$ cat src/rtl/regfile_pkg.sv
// rtl/regfile_pkg.sv - shared sizes and FSM state encoding for the register-file dump unit
package regfile_pkg;

    localparam int RF_NUM_REGS = 32;
    localparam int RF_ADDR_W   = 5;
    localparam int RF_DATA_W   = 32;

    typedef enum logic [2:0] {
        ST_IDLE = 3'd0,
        ST_READ = 3'd1,
        ST_HOLD = 3'd2,
        ST_CSUM = 3'd3,
        ST_DONE = 3'd4
    } state_e;

endpackage

$ cat src/rtl/regfile_dump_unit.sv
// rtl/regfile_dump_unit.sv - walks the register file read port and streams (index, value) beats
// Optional trailing checksum beat enabled by defining REGDUMP_CHECKSUM_EN.
import regfile_pkg::*;

module regfile_dump_unit #(
    parameter int NUM_REGS = RF_NUM_REGS,
    parameter int ADDR_W   = RF_ADDR_W,
    parameter int DATA_W   = RF_DATA_W
) (
    input  logic              clk,
    input  logic              rst_n,
    input  logic              start,
    output logic [ADDR_W-1:0] rf_raddr,
    input  logic [DATA_W-1:0] rf_rdata,
    output logic              rf_wr_block,
    output logic              out_valid,
    input  logic              out_ready,
    output logic [ADDR_W-1:0] out_index,
    output logic [DATA_W-1:0] out_data,
    output logic              out_last,
    output logic              busy,
    output logic              done
);

    localparam logic [ADDR_W-1:0] LAST_IDX = ADDR_W'(NUM_REGS - 1);

    state_e              state_q, state_d;
    logic [ADDR_W-1:0]   cnt_q, cnt_d;
    logic                out_valid_q, out_valid_d;
    logic [ADDR_W-1:0]   out_index_q, out_index_d;
    logic [DATA_W-1:0]   out_data_q, out_data_d;
    logic                out_last_q, out_last_d;
`ifdef REGDUMP_CHECKSUM_EN
    logic [DATA_W-1:0]   sum_q, sum_d;
`endif

    always_comb begin
        state_d     = state_q;
        cnt_d       = cnt_q;
        out_valid_d = out_valid_q;
        out_index_d = out_index_q;
        out_data_d  = out_data_q;
        out_last_d  = out_last_q;
`ifdef REGDUMP_CHECKSUM_EN
        sum_d       = sum_q;
`endif
        case (state_q)
            ST_IDLE: begin
                if (start) begin
                    state_d = ST_READ;
                    cnt_d   = '0;
`ifdef REGDUMP_CHECKSUM_EN
                    sum_d   = '0;
`endif
                end
            end
            ST_READ: begin
                out_data_d  = rf_rdata;
                out_index_d = cnt_q;
                out_valid_d = 1'b1;
`ifdef REGDUMP_CHECKSUM_EN
                out_last_d  = 1'b0;
`else
                out_last_d  = (cnt_q == LAST_IDX);
`endif
                state_d     = ST_HOLD;
            end
            ST_HOLD: begin
                if (out_valid_q && out_ready) begin
                    out_valid_d = 1'b0;
`ifdef REGDUMP_CHECKSUM_EN
                    sum_d = sum_q + out_data_q;
                    // Last register accepted: the checksum beat follows without a READ cycle.
                    if (cnt_q == LAST_IDX) begin
                        state_d     = ST_CSUM;
                        out_valid_d = 1'b1;
                        out_index_d = '0;
                        out_data_d  = sum_d;
                        out_last_d  = 1'b1;
                    end
`else
                    if (out_last_q) begin
                        state_d = ST_DONE;
                    end
`endif
                    else begin
                        cnt_d   = cnt_q + ADDR_W'(1);
                        state_d = ST_READ;
                    end
                end
            end
`ifdef REGDUMP_CHECKSUM_EN
            ST_CSUM: begin
                if (out_valid_q && out_ready) begin
                    out_valid_d = 1'b0;
                    state_d     = ST_DONE;
                end
            end
`endif
            ST_DONE: state_d = ST_IDLE;
            default: state_d = ST_IDLE;
        endcase
    end

    always_ff @(posedge clk) begin
        if (!rst_n) begin
            state_q     <= ST_IDLE;
            cnt_q       <= '0;
            out_valid_q <= 1'b0;
            out_index_q <= '0;
            out_data_q  <= '0;
            out_last_q  <= 1'b0;
`ifdef REGDUMP_CHECKSUM_EN
            sum_q       <= '0;
`endif
        end else begin
            state_q     <= state_d;
            cnt_q       <= cnt_d;
            out_valid_q <= out_valid_d;
            out_index_q <= out_index_d;
            out_data_q  <= out_data_d;
            out_last_q  <= out_last_d;
`ifdef REGDUMP_CHECKSUM_EN
            sum_q       <= sum_d;
`endif
        end
    end

    assign busy        = (state_q != ST_IDLE);
    assign rf_wr_block = busy;
    assign done        = (state_q == ST_DONE);
    assign rf_raddr    = busy ? cnt_q : '0;
    assign out_valid   = out_valid_q;
    assign out_index   = out_index_q;
    assign out_data    = out_data_q;
    assign out_last    = out_last_q;

endmodule
$ cat config.mk
export PLATFORM = sky130hd
export DESIGN_NAME = regfile_dump_unit
export DESIGN_NICKNAME = d
export VERILOG_FILES = /design/src/rtl/regfile_pkg.sv /design/src/rtl/regfile_dump_unit.sv
export SDC_FILE = /design/constraint.sdc
export NUM_CORES = 1
export LEC_CHECK = 0
export CAP_MARGIN = 0
export CORE_MARGIN = 2
export CORE_UTILIZATION = 40
export DETAILED_ROUTE_END_ITERATION = 12
export GPL_ROUTABILITY_DRIVEN = 0
export PLACE_DENSITY = 0.76
export SETUP_SLACK_MARGIN = 0.05
export SYNTH_ARGS = -nofsm -noshare
export SYNTH_HDL_FRONTEND = slang
export SYNTH_SLANG_ARGS = --single-unit
$ cat constraint.sdc
create_clock -name clk -period 1.7 [get_ports clk]
set_clock_uncertainty 0.15 [all_clocks]
set_input_delay 0.255 -clock clk [delete_from_list [all_inputs] [get_ports clk]]
set_output_delay 0.255 -clock clk [all_outputs]
set_load 0.02 [all_outputs]
==> results.json <==
{
  "status": "complete, no violations",
  "ant_nets": 0,
  "initial_core_util_pct": 41.4,
  "fmax_ghz": 0.597,
  "rows": 25,
  "final-max-slew-violation-count": 0,
  "via_per_inst": 4.64,
  "cpPeakStageDelay_ns": 0.34,
  "first_pass_iters": 4,
  "rsz0062_at_grt": "yes",
  "n_antenna_cell": 0,
  "cts.path.max_buffers": 2,
  "synth_top_area_cell": "dfxtp_1",
  "layout_commonest_cell": "nand2_1",
  "hp-class": "reg2reg",
  "min_to": "out_data[21]",
  "wl_per_cell_um": 11.8,
  "synth-seq-area-share_pct": 48.2,
  "rr_endpoint": "out_data[19]",
  "cp_data_required_time_ns": 1.29,
  "end_kind": "output pin",
  "clkTransAtPathRegs_ns": 0.08,
  "ys.warnings.count": 0,
  "vdd_drop_max_mv": 0.434,
  "startpoint": "state_q[0]",
  "netlist_instances": 227,
  "final_nets": 356,
  "ys_types": 30,
  "first_iter_violations": 73,
  "slew_headroom_pct": 74.2,
  "yosys.area.top_type_share_pct": 48.2,
  "placeableCoreArea_um2": 4720,
  "p_per_area_nw_per_um2": 760,
  "route.detailed.drc": 0,
  "setup_viol": 0,
  "dp_cells": 375,
  "grt_pass1_wl_um": 7270,
  "period_needed_ns": 1.68,
  "cts_sinks": 47,
  "final_area_um2": 3000,
  "synth_area_um2": 1950,
  "h-tree-depth": 2,
  "portBuffers": 82,
  "die_w_um": 73.9,
  "grt_max_degree": 39,
  "routed_wl_um": 4560,
  "cts_root_buf": "clkbuf_8",
  "hold_viol": 0,
  "numCtsBuffers": 5,
  "synth_nets": 265,
  "hold_buffers": 0,
  "grt_pass1_vias": 1621,
  "cpMostUsedCell": "buf_4",
  "syn_to_final_growth_pct": 53.4,
  "die_h_um": 73.9,
  "post-route-period-util_pct": 98.6,
  "rrSetupSlack_ns": 0.17,
  "grt_overflow": 0,
  "ios": 83,
  "tightest_slew_ns": 0.377,
  "layout_common_cells": "85 x nand2_1, 44 x dfxtp_1, 38 x a21boi_1",
  "syn_area_per_cell_um2": 8.60,
  "crit_chain": "nor3_2 -> buf_4 -> buf_4 -> nor2b_1 -> buf_4",
  "route.vias.total": 1791,
  "ys_ff_latch": 47,
  "criticalPathCategory": "reg2out",
  "worstHoldStart": "out_data[21]",
  "leakage_nw": 1.47,
  "final_cells": 386,
  "dieArea_um2": 5460,
  "crit_arrival_ns": 1.27,
  "antenna_found_initial": 0,
  "ys_top_cells_by_area": "dfxtp_1 48%, nand2_1 16%, a21boi_1 15%, nor2b_1 2.6%, buf_4 2.3%",
  "min_path_cells": 2,
  "critPathLaunchType": "flip-flop",
  "reg2regPathDepth": 5,
  "drive_gt1_share_pct": 12.9,
  "crit-reg2reg-launch": "state_q[2]",
  "drv_cap": 0,
  "cts_tree": "built",
  "dp_hpwl_um": 3200,
  "crit_slowest_cell": "dfxtp_2",
  "clkLatencyLatePin_ns": 0.29,
  "cp_max_fo": 5,
  "grt.total_usage_pct": 16.9,
  "placed_area_um2": 2900
}
-- critical path, delay by kind of cell (launching register included) --
family / cells / cell delay [ns]
simple gates: 2 / 0.21
flops: 1 / 0.34
buf+inv: 3 / 0.42
-- power breakdown --
part           switching, mW  leakage [nW]  internal (mW)  total (mW)
Combinational          0.202          1.04          0.216       0.418
Clock                  0.357        0.0484          0.333       0.690
Sequential            0.0225         0.383           1.15        1.17
Total                  0.582          1.47           1.69        2.28
-- logic make-up (layout without fill, tap and decap cells) --
group / after synthesis / after routing / synth area share (%)
flip-flops: 47 / 47 / 48.2
AND/OR/NAND/NOR: 112 / 112 / 26.2
adder cells (fa/ha/maj): 2 / 2 / 1.28
AO/OA/AOI/OAI: 46 / 46 / 17.5
buffers and inverters: 18 / 110 / 5.83
multiplexers: 2 / 2 / 1.03
-- cell usage after synthesis --
library cell / count
a2111oi_0: 1
a211oi_2: 1
a21boi_1: 38
a21oi_1: 2
and2_1: 1
and3_1: 2
and3b_1: 1
and4_1: 1
and4bb_2: 1
buf_2: 1
buf_4: 6
buf_6: 3
clkbuf_1: 7
dfxtp_1: 47
ha_1: 2
inv_1: 1
mux2i_1: 2
nand2_1: 85
nand2b_1: 2
nand3b_1: 2
nand4b_1: 2
nor2_1: 2
nor2b_1: 8
nor3_1: 1
nor3b_1: 2
nor3b_2: 1
o211ai_1: 1
o21ai_0: 1
o22ai_1: 2
or3b_1: 1
-- area by class of cell --
class                           count  area (um2)
Fill cell                         414        1730
Inverter                            1        3.75
Multi-Input combinational cell    162         910
Clock buffer                        7        86.3
Tap cell                           67        83.8
Clock inverter                      1        8.76
Sequential cell                    47         945
Timing Repair Buffer              101         958
-- per-layer routing --
layer / vias to the layer above / track usage [%] / share of wire [%]
li1: 924 / - / -
met1: 809 / 21.3 / 46
met2: 53 / 28.1 / 46
met3: 5 / 5.49 / 6.9
met4: 0 / 3.84 / 0.88
met5: - / 0 / 0
-- state kept, by name, summed over array words and instances, names as in the netlist --
| signal | count |
|---|---|
| state_q | 3 |
| out_last | 1 |
| cnt_q | 5 |
| out_data | 32 |
| out_index | 5 |
| out_valid | 1 |
-- how the worst max path moves through the flow --
stage	slack, ns	end
after floorplan	0.21	rf_wr_block
after global placement	0.03	rf_raddr[4]
after detailed placement	-0.01	rf_raddr[3]
after CTS	0.02	rf_raddr[2]
after global routing	-0.03	rf_raddr[2]
final	0.02	rf_raddr[2]
-- repair_timing --
action	4_1_cts	5_1_grt
setup buffers	3	0
pin swaps	1	0
endpoints found under the setup margin	34	19
resized for setup	59	19
-- stage by stage --
step                utilization, %  TNS, ns  setup slack [ns]  hold slack (ns)  power [mW]
finish                        63.4        0            0.0244            0.301        2.28
CTS                           62.9        0            0.0219            0.307        2.32
global placement              61.5        0            0.0258            0.289        1.62
floorplan                        -        0             0.214            0.240        1.41
detailed placement            61.5  -0.0241           -0.0111            0.294        1.63
global route                  63.4  -0.0902           -0.0266            0.328        2.39
(Power assumes the default switching activity.)
